==> config.mk <==
export PLATFORM = sky130hd
export DESIGN_NAME = snoop_bus_arbiter
export DESIGN_NICKNAME = d
export VERILOG_FILES = /design/src/rtl/snoop_bus_arbiter.sv
export SDC_FILE = /design/constraint.sdc
export NUM_CORES = 1
export LEC_CHECK = 0
export BUFFER_PORTS_ARGS = -buffer_cell sky130_fd_sc_hd__buf_2
export CORE_MARGIN = 2
export CORE_UTILIZATION = 30
export CTS_CLUSTER_DIAMETER = 80
export DETAILED_ROUTE_END_ITERATION = 8
export GPL_ROUTABILITY_DRIVEN = 0
export PLACE_DENSITY = 0.62
export SLEW_MARGIN = 20
export SYNTH_ARGS = -nofsm -noshare
export SYNTH_HDL_FRONTEND = slang
export SYNTH_SLANG_ARGS = --single-unit
export TNS_END_PERCENT = 10
==> constraint.sdc <==
create_clock -name clk -period 1.9 [get_ports clk]
set_clock_uncertainty 0.05 [all_clocks]
set_input_delay 0.475 -clock clk [delete_from_list [all_inputs] [get_ports clk]]
set_output_delay 0.475 -clock clk [all_outputs]
set_load 0.005 [all_outputs]
==> src/rtl/snoop_bus_arbiter.sv <==
// ============================================================================
// Module      : snoop_bus_arbiter
// Description : Round-robin arbiter for a snooping coherence bus. It grants one
//               cache, broadcasts a one-cycle snoop to every other cache, runs
//               the memory phase when needed, and returns a done pulse.
//               Optional macro ARB_TIMEOUT_EN adds a watchdog on the memory wait.
// Revision    : 1.0 - initial release
// ============================================================================
`default_nettype none

module snoop_bus_arbiter #(
  parameter int N       = 2,
  parameter int ADDR_W  = 32,
  parameter int TIMEOUT = 16
) (
  input  logic                  clk,
  input  logic                  rst,
  input  logic [N-1:0]          req,
  input  logic [N-1:0][1:0]     req_op,
  input  logic [ADDR_W-1:0]     req_addr [N],
  output logic [N-1:0]          gnt,
  output logic [N-1:0]          done,
  output logic                  bus_busy,
  output logic [ADDR_W-1:0]     bus_addr,
  output logic [1:0]            bus_op,
  output logic [N-1:0]          snoop_read,
  output logic [N-1:0]          snoop_read_excl,
  output logic [N-1:0]          snoop_invalidate,
  output logic                  mem_req,
  input  logic                  mem_ack,
  output logic                  timeout_err
);

  localparam int       c_idx_w   = $clog2(N);
  localparam logic [1:0] c_op_rdx  = 2'b10;
  localparam logic [1:0] c_op_upgr = 2'b11;

  typedef enum logic [1:0] {
    ST_IDLE  = 2'd0,
    ST_SNOOP = 2'd1,
    ST_MEM   = 2'd2,
    ST_RESP  = 2'd3
  } state_t;

  state_t               r_state;
  logic [c_idx_w-1:0]   r_last;
  logic [c_idx_w-1:0]   w_cand;
  logic [c_idx_w-1:0]   w_win_idx;
  logic [N-1:0]         w_win_oh;
  logic [1:0]           w_win_op;
  logic                 w_found;

`ifdef ARB_TIMEOUT_EN
  localparam int c_tmo_w = $clog2(TIMEOUT + 1);
  logic [c_tmo_w-1:0]   r_tmo_cnt;
`else
  // Without the watchdog the memory phase waits for mem_ack indefinitely.
  assign timeout_err = 1'b0;
`endif

  // Round-robin search starting just after the previous winner, with wrap.
  always_comb begin
    w_found   = 1'b0;
    w_win_idx = '0;
    w_cand    = '0;
    for (int k = 1; k <= N; k++) begin
      w_cand = c_idx_w'((int'(r_last) + k) % N);
      if (!w_found && req[w_cand]) begin
        w_found   = 1'b1;
        w_win_idx = w_cand;
      end
    end
  end

  // One-hot form of the winner and its requested op.
  always_comb begin
    w_win_oh            = '0;
    w_win_oh[w_win_idx] = 1'b1;
    w_win_op            = req_op[w_win_idx];
  end

  // Transaction FSM; every bus-facing output is registered here.
  always_ff @(posedge clk or negedge rst) begin
    if (!rst) begin
      r_state          <= ST_IDLE;
      r_last           <= c_idx_w'(N - 1);
      gnt              <= '0;
      done             <= '0;
      bus_busy         <= 1'b0;
      bus_addr         <= '0;
      bus_op           <= '0;
      snoop_read       <= '0;
      snoop_read_excl  <= '0;
      snoop_invalidate <= '0;
      mem_req          <= 1'b0;
`ifdef ARB_TIMEOUT_EN
      timeout_err      <= 1'b0;
      r_tmo_cnt        <= '0;
`endif
    end else begin
      // Pulse outputs default low; states below raise them for one cycle.
      snoop_read       <= '0;
      snoop_read_excl  <= '0;
      snoop_invalidate <= '0;
      done             <= '0;
`ifdef ARB_TIMEOUT_EN
      timeout_err      <= 1'b0;
`endif
      case (r_state)
        ST_IDLE: begin
          if (w_found) begin
            r_state  <= ST_SNOOP;
            bus_busy <= 1'b1;
            gnt      <= w_win_oh;
            bus_addr <= req_addr[w_win_idx];
            bus_op   <= w_win_op;
            // Reserved op 00 falls into the BusRd (default) branch.
            case (w_win_op)
              c_op_rdx:  snoop_read_excl  <= ~w_win_oh;
              c_op_upgr: snoop_invalidate <= ~w_win_oh;
              default:   snoop_read       <= ~w_win_oh;
            endcase
          end
        end
        ST_SNOOP: begin
          if (bus_op == c_op_upgr) begin
            // Upgrade needs no data, so skip the memory phase.
            r_state <= ST_RESP;
            done    <= gnt;
          end else begin
            r_state <= ST_MEM;
            mem_req <= 1'b1;
`ifdef ARB_TIMEOUT_EN
            r_tmo_cnt <= '0;
`endif
          end
        end
        ST_MEM: begin
          if (mem_ack) begin
            r_state <= ST_RESP;
            mem_req <= 1'b0;
            done    <= gnt;
          end
`ifdef ARB_TIMEOUT_EN
          else if (r_tmo_cnt == c_tmo_w'(TIMEOUT - 1)) begin
            r_state     <= ST_RESP;
            mem_req     <= 1'b0;
            done        <= gnt;
            timeout_err <= 1'b1;
          end else begin
            r_tmo_cnt <= r_tmo_cnt + 1'b1;
          end
`endif
        end
        ST_RESP: begin
          r_state  <= ST_IDLE;
          r_last   <= w_win_idx_hold(gnt);
          gnt      <= '0;
          bus_busy <= 1'b0;
        end
        default: r_state <= ST_IDLE;
      endcase
    end
  end

  // Index of the set bit in the (one-hot) grant vector.
  function automatic logic [c_idx_w-1:0] w_win_idx_hold(input logic [N-1:0] oh);
    logic [c_idx_w-1:0] idx;
    idx = '0;
    for (int i = 0; i < N; i++) begin
      if (oh[i]) idx = c_idx_w'(i);
    end
    return idx;
  endfunction

endmodule

`default_nettype wire

# Yosys cells after proc, flatten, opt, wreduce, memory -nomap -nowiden

Index checks and enable logic that the tools add are counted.

Register bits after elaboration: 49
Bits of input ports: 73
Output and inout port bits: 47
Word-level logic and storage cells: 79

Add/subtract/negate cells: 2
$lt $le $gt $ge: 5
Equality and inequality tests: 9
Muxes and demuxes: 39
Bitwise logic cells: 2
Reduce and logical (&&, ||, !) cells: 11

Operator list:

| kind                  | number |
|---|---|
| $mux W32              | 3 |
| $mux W2               | 16 |
| $mux W1               | 14 |
| $eq A2 B2 Y1 const B  | 5 |
| $pmux W2 S2           | 2 |
| $pmux W2 S4           | 1 |
| $lt A1 B2 Y1 const B  | 3 |
| $ne A2 B2 Y1 const B  | 3 |
| $reduce_and A2 Y1     | 3 |
| $pmux W1 S2           | 2 |
| $reduce_bool A2 Y1    | 2 |
| $reduce_and A3 Y1     | 1 |
| $add A1 B1 Y1 const B | 2 |
| $eq A2 B1 Y1 const B  | 1 |
| $ge A2 B2 Y1 const B  | 1 |
| $logic_and A1 B1 Y1   | 2 |
| $logic_not A2 Y1      | 1 |
| $not A1 Y2            | 1 |
| $not A2 Y2            | 1 |
| $reduce_or A2 Y1      | 1 |
| $demux W1 S1          | 1 |
| $ge A1 B1 Y1 const B  | 1 |
| $logic_not A1 Y1      | 1 |

# Depth between registers and ports, before layout

Gate-level depths: netlist of the first run.

Depth after elaboration: 15
Mapped depth: 8
Gate-level depth less buffers: 5

# Worst setup path before layout of the first run

No wires, ideal clock.

Path kind: register -> register
From: register r_state[0]
To: register r_state[1]
Library setup time: 0.125 ns
Data arrival time: 1.443 ns
Required time: 1.725 ns
Slack: 0.283 ns
Cell stages (with the launch flop): 7
Path buffers: 1
Period minus slack after synthesis: 1.617 ns
Path through: dfrtp_1 > inv_1 > ha_1 > buf_4 > nor3b_1 > a21oi_1 > mux2_2

Longest elaborated chain between the ends: 3
Elaborated cells between the ends (all ways): 8
Those cells by class: eq/ne (5); mux (1); reduce/logical (2)

Ends and longest elaborated chain:

| item                                                    | RTL line | source |
|---|---|---|
| start: declaration                                      | 45       | `state_t r_state;` |
| start signal: assignment                                | 85       | `r_state <= ST_IDLE;` |
| start signal: assignment                                | 112      | `r_state <= ST_SNOOP;` |
| start signal: assignment                                | 128      | `r_state <= ST_RESP;` |
| $eq A2 B2 Y1 / $logic_not A2 Y1 (equally long branches) | 109      | `case (r_state)` |
| $ne A2 B2 Y1 (no source line)                           | --       |  |
| $reduce_and A2 Y1 (no source line)                      | --       |  |

Several ways; a longest one is shown, not always the timed one.
A chain may end at the register's enable or synchronous reset.

# Worst setup path after layout of the first run

Same ends and word-level chain as after synthesis.

==> results of run 1 <==
layout make-up:
| class | count | area, µm² |
|---|---|---|
| fill | 757 | 4200 |
| sequential | 49 | 1230 |
| multi-input combinational | 180 | 910 |
| timing repair buffer | 127 | 696 |
| tap | 99 | 124 |
| clock buffer | 7 | 86.3 |
| clock inverter | 1 | 30.0 |
| inverter | 5 | 18.8 |
registers in the layout, summed over array words and instances (netlist names):
signal,count
bus_addr,32
bus_busy,1
bus_op,2
done,2
gnt,2
mem_req,1
r_last,1
r_state,2
snoop_invalidate,2
snoop_read,2
snoop_read_excl,2
placed cells by master, fill, tap and decap left out:
master / Yosys / routed
buf_2: 11 / 118
a21oi_1: 69 / 69
dfrtp_1: 48 / 48
nor2_1: 40 / 40
nand2_1: 39 / 39
clkbuf_8: 0 / 6
buf_4: 2 / 6
inv_1: 5 / 5
o21ai_0: 4 / 4
ha_1: 4 / 4
nand3_1: 3 / 3
buf_12: 0 / 3
and3_1: 2 / 2
mux2_2: 2 / 2
nand2b_1: 2 / 2
a21boi_4: 1 / 1
and4_1: 1 / 1
nor3b_1: 2 / 1
a21bo_2: 1 / 1
o21a_1: 1 / 1
o21ai_2: 1 / 1
nor3_1: 1 / 1
a21oi_2: 1 / 1
mux2i_1: 1 / 1
and4b_1: 1 / 1
a31oi_1: 1 / 1
nor3b_2: 0 / 1
o22a_1: 1 / 1
o2bb2ai_1: 1 / 1
conb_1: 1 / 1
bufinv_16: 0 / 1
clkbuf_1: 0 / 1
dfstp_2: 1 / 1
metal layers:
metal	up-vias	wire length, µm	GRT usage, %
met2	81	2660	22.1
met5	-	0	0
met1	954	2600	19.2
met4	0	77	4.92
li1	1066	-	-
met3	7	435	3.67
metrics by stage:
step                      utilization [%]  instance area, µm²
after floorplan                         -                2270
after global placement               40.7                2970
after detailed placement             40.7                2970
after CTS                            42.3                3090
after global routing                 42.4                3090
final                                42.4                3090
repair_timing:
| action | CTS | global route |
|---|---|---|
| hold endpoints to repair | 0 | 0 |
| gates resized for setup | 0 | 1 |
| endpoints found under the setup margin | 0 | 1 |
| setup buffers | 0 | 0 |
kinds of logic (layout without fill, tap and decap cells):
group / count (synthesis) / after routing / synth area share, %
flops: 49 / 49 / 54.2
fa+ha+maj: 4 / 4 / 2.21
other cells: 1 / 1 / 0.165
buf+inv: 22 / 140 / 5.91
compound gates: 81 / 81 / 19.5
mux: 3 / 3 / 1.44
simple gates: 91 / 91 / 16.6
critical path: stages, from the launching register on:
cell	delay [ns]
dfrtp_1	0.44
inv_1	0.10
ha_1	0.30
nor3b_2	0.21
a21oi_1	0.17
mux2_2	0.36
worst max-delay path by stage:
| stage | slack (ns) | cells past startpoint | end |
|---|---|---|---|
| after CTS | 0.09 | 5 | r_state[1] |
| after global placement | 0.22 | 5 | r_state[1] |
| after detailed placement | 0.11 | 5 | r_state[1] |
| final | 0.17 | 5 | r_state[1] |
| after global routing | 0.05 | 5 | r_state[1] |
| after floorplan | 0.28 | 6 | r_state[1] |
report_power, final:
part | internal [W] | total (W) | switching (W) | leakage [nW]
Sequential | 0.00151 | 0.00178 | 0.000271 | 0.573
Combinational | 0.000876 | 0.00187 | 0.000997 | 0.943
Clock | 0.000429 | 0.000757 | 0.000328 | 0.0585
Total | 0.00281 | 0.00441 | 0.00160 | 1.57
==> flow_summary_export.csv, run 1 <==
group,metric,value,unit
cts,cts.clk_slew.worst_paths,0.09,ns
cts,clkLatencyLatePin,0.29,ns
power,finalPower,0.00441,W
placed_design,dpl.cell_count,460,
worst_setup_path,r2r-start,"r_state[0]",
worst_setup_path,rr_worst_depth,5,
logic_synthesis,yosys-top-cells-area,"dfrtp_1 (53%), a21oi_1 (15%), nor2_1 (6.6%)",
layout,drive_gt1_share,38.5,%
sta,min_period,1.73,ns
logic_synthesis,synthesis.area,2270,µm²
routing,drt_wl_total,5770,µm
cts,cts_hold_buf,0,
layout,final_nets,445,
global_routing,grt_pass1_vias,1990,
logic_synthesis,synth_top_area_share,53.0,%
floorplan,die_x,90.9,µm
sta,rsz0062_at_grt,"no",
logic_synthesis,synth-seq-cells,49,
worst_setup_path,crit_type,"flop to flop",
logic_synthesis,synthFlopType,"dfrtp_1",
logic_synthesis,seq_area_frac_synth,54.2,%
layout,fin_cells,468,
logic_synthesis,ys_async_sr_fraction,100,%
hold_path,hold_path.class,"primary input to asynchronous set/reset pin",
routing,vias,2108,
floorplan,core,7290,µm²
cts,cts.path.max_buffers,2,
worst_setup_path,startpoint_type,"flop",
logic_synthesis,synth-edff-count,0,
layout,diodes,0,
routing,viasPerCell,4.50,
logic_synthesis,synth.distinct_cells,29,
logic_synthesis,syn_inst,251,
worst_setup_path,required,2.04,ns
global_routing,grt_max_degree,37,
sta,fin_ws,0.168,ns
cts,h-tree-depth,2,
worst_setup_path,crit_path_end_kind,"flop",
sta,tns,0,ns
logic_synthesis,yosysMostFrequentCell,"a21oi_1",
sta,setup_viol,0,
status,run_status,"finished, final reports clean",
worst_setup_path,startpoint,"r_state[0]",
logic_synthesis,yosys_warnings,0,
global_routing,grt_use_total,14.2,%
sta,drv_slew,0,
power,p_leak,1.57,nW
worst_setup_path,cp_data_arrival_time,1.87,ns
global_routing,grt_pass1_wl,9620,µm
routing,drt_pass1_iterations,4,
worst_setup_path,r2r_slack,0.17,ns
floorplan,start_util,31.1,%
floorplan,row_count,31,
placed_design,port_buffers,118,
placed_design,dp_slack,0.107,ns
layout,area_growth,36.4,%
global_routing,antenna_found_initial,0,
routing,ant_nets,0,
floorplan,ioPinCount,120,
power,p_per_area,1430,nW/µm²
cts,cts_root_buffer,"clkbuf_8",
placed_design,hpwlAfterDp,4410,µm
routing,drtIter0Drc,57,
sta,period_share,91.2,%
cts,numCtsBuffers,5,
cts,tritoncts,"built",
sta,hold_slack,0.0480,ns
worst_setup_path,r2r_end,"r_state[1]",
floorplan,die-area,8260,µm²
logic_synthesis,syn_area_per_cell,9.03,µm²
logic_synthesis,syn_nets,328,
routing,drc,0,
sta,finalHoldViolCount,0,
floorplan,die_h,90.9,µm
power,ir_drop,0.460,mV
sta,fmax,0.577,GHz
logic_synthesis,yosys-top-cells-count,"a21oi_1 (69), dfrtp_1 (48), nor2_1 (40)",
logic_synthesis,yosys.area.top_type,"dfrtp_1",
routing,wire_per_inst,12.3,µm
worst_setup_path,crit_fanout,9,
global_routing,grt_overflow_total,0,
cts,clock_sinks,49,
flow_run,maxCapViolations,0,
(Power assumes the default switching activity.)
==> run 2, diff against run 1 <==
- CTS_BUF_LIST: not set -> sky130_fd_sc_hd__clkbuf_2
- PLACE_DENSITY: 0.62 -> not set
==> run 2 against run 1 <==
Worst hold slack improved by 0.11 ns. Fmax fell by 4.2%. Count of clock-buffer cells in the layout is 1 lower. Via count rose by 2.8%.
==> flow_summary_export.csv, run 2 (synthesis gave the netlist of run 1 again) <==
group,metric,value,unit
status,run_status,"finished, final reports clean",
sta,finalHoldViolCount,0,
layout,final_nets,449,
cts,numCtsBuffers,5,
sta,setup_viol,0,
routing,viasPerCell,4.59,
worst_setup_path,required,2.20,ns
routing,wl_met1,2770,µm
global_routing,grt_pass1_vias,2038,
sta,period_share,95.1,%
power,p_per_area,1380,nW/µm²
routing,met3WireLength,533,µm
worst_setup_path,crit_type,"flop to flop",
power,ir_drop,0.452,mV
routing,ant_nets,0,
worst_setup_path,startpoint_type,"flop",
floorplan,ioPinCount,120,
cts,h-tree-depth,2,
routing,vias,2168,
sta,relSlewSlack,63.1,%
routing,met2_length,2700,µm
global_routing,antenna_found_initial,0,
placed_design,port_buffers,118,
layout,drive_gt1_share,38.9,%
worst_setup_path,crit_fanout,9,
sta,fin_ws,0.0922,ns
routing,drt_wl_total,6050,µm
floorplan,die-area,8260,µm²
sta,worstMarginPinSlew,0.553,ns
worst_setup_path,worst-path-buf-inv,1,
cts,cts.path.max_buffers,2,
routing,drtIter0Drc,94,
cts,cts.clk_slew.worst_paths,0.25,ns
worst_setup_path,crit_path_end_kind,"flop",
layout,largest_register,"bus_addr",
placed_design,hpwlAfterDp,4600,µm
layout,largest_register_ffs,32,
worst_setup_path,cp_data_arrival_time,2.11,ns
worst_setup_path,crit_chain,"inv_1 -> ha_1 -> nor3b_1 -> a21oi_1 -> mux2_2",
power,p_leak,1.57,nW
routing,wire_per_inst,12.8,µm
cts,clock_sinks,49,
floorplan,die_x,90.9,µm
layout,area_growth,34.5,%
global_routing,grt_pass1_wl,9870,µm
sta,drv_slew,0,
hold_path,hold_path.class,"primary input to flop",
layout,fin_cells,472,
routing,top_layer,"met4",
sta,rsz0062_at_grt,"yes",
layout,diodes,0,
placed_design,dpl.cell_count,463,
sta,min_period,1.81,ns
routing,drt_pass1_iterations,4,
global_routing,grt_use_total,14.7,%
placed_design,dp_slack,0.112,ns
layout,mostFrequentLayoutCells,"buf_2 (118), a21oi_1 (69), dfrtp_1 (48)",
cts,clkLatencyLatePin,0.42,ns
routing,drc,0,
floorplan,row_count,31,
worst_setup_path,crit_slowest_cell,"dfrtp_1",
worst_setup_path,max_stage_delay,0.50,ns
floorplan,die_h,90.9,µm
cts,tritoncts,"built",
floorplan,core,7290,µm²
layout,num-fill-cells,762,
floorplan,start_util,31.1,%
sta,fmax,0.553,GHz
layout,layout_commonest_cell,"buf_2",
global_routing,grt_max_degree,23,
cts,cts_root_buffer,"clkbuf_2",
worst_setup_path,critPathTopFamily,"flip-flops",
flow_run,maxCapViolations,0,
global_routing,grt_overflow_total,0,
run 2: changes by cell type in the layout (fill, tap and decap cells not counted), moves of 2 or more:
cell	change
buf_12	-2
buf_4	+4
clkbuf_2	+6
clkbuf_8	-6
run 2: metrics by stage:
step	hold slack, ns	instance area (µm²)	setup TNS (ns)	utilization [%]	total power [W]
after floorplan	0.129	2270	0	-	0.00290
after CTS	0.115	3040	0	41.7	0.00426
final	0.155	3050	0	41.8	0.00420
after global placement	0.298	2970	0	40.7	0.00365
after global routing	0.100	3050	-0.0268	41.8	0.00459
after detailed placement	0.301	2970	0	40.7	0.00369
run 2: timing repair:
action / 4_1_cts / 5_1_grt
buffers inserted: 0 / 0
endpoints found under the hold margin: 5 / 0
endpoints found under the setup margin: 0 / 12
gates resized for setup: 0 / 1
hold buffers: 1 / 0
run 2: cell type report:
type / count / area, µm² / share of cell area, %
Sequential cell: 49 / 1230 / 40.3
Multi-Input combinational cell: 180 / 905 / 29.7
Timing Repair Buffer: 131 / 707 / 23.2
Tap cell: 99 / 124 / 4.07
Clock inverter: 2 / 35.0 / 1.15
Clock buffer: 6 / 30.0 / 0.986
Inverter: 5 / 18.8 / 0.616
run 2: layer usage:
metal  vias up  global-route usage, %
met5         -                      0
met4         0                   3.91
met3         5                   4.42
met2        92                   23.2
met1       995                   19.7
li1       1076                      -
run 2: final timing paths:
kind / from / to / slack [ns] / cells past startpoint
setup / recovery: r_state[0] / r_state[1] / 0.09 / 5
hold / removal: req_op[3] / snoop_read[0] / 0.16 / 2
setup reg to reg: r_state[0] / r_state[1] / 0.09 / 5
hold reg to reg: mem_req / mem_req / 0.47 / 1
max in group asynchronous: rst / bus_addr[0] / 0.99 / 3
min in group asynchronous: rst / gnt[1] / 0.34 / 2
run 2: where the power goes:
part	leakage (nW)	internal [W]	switching, W	total [W]
clock	0.0430	0.000226	0.000324	0.000551
combinational	0.954	0.000866	0.00100	0.00187
sequential	0.573	0.00150	0.000280	0.00178
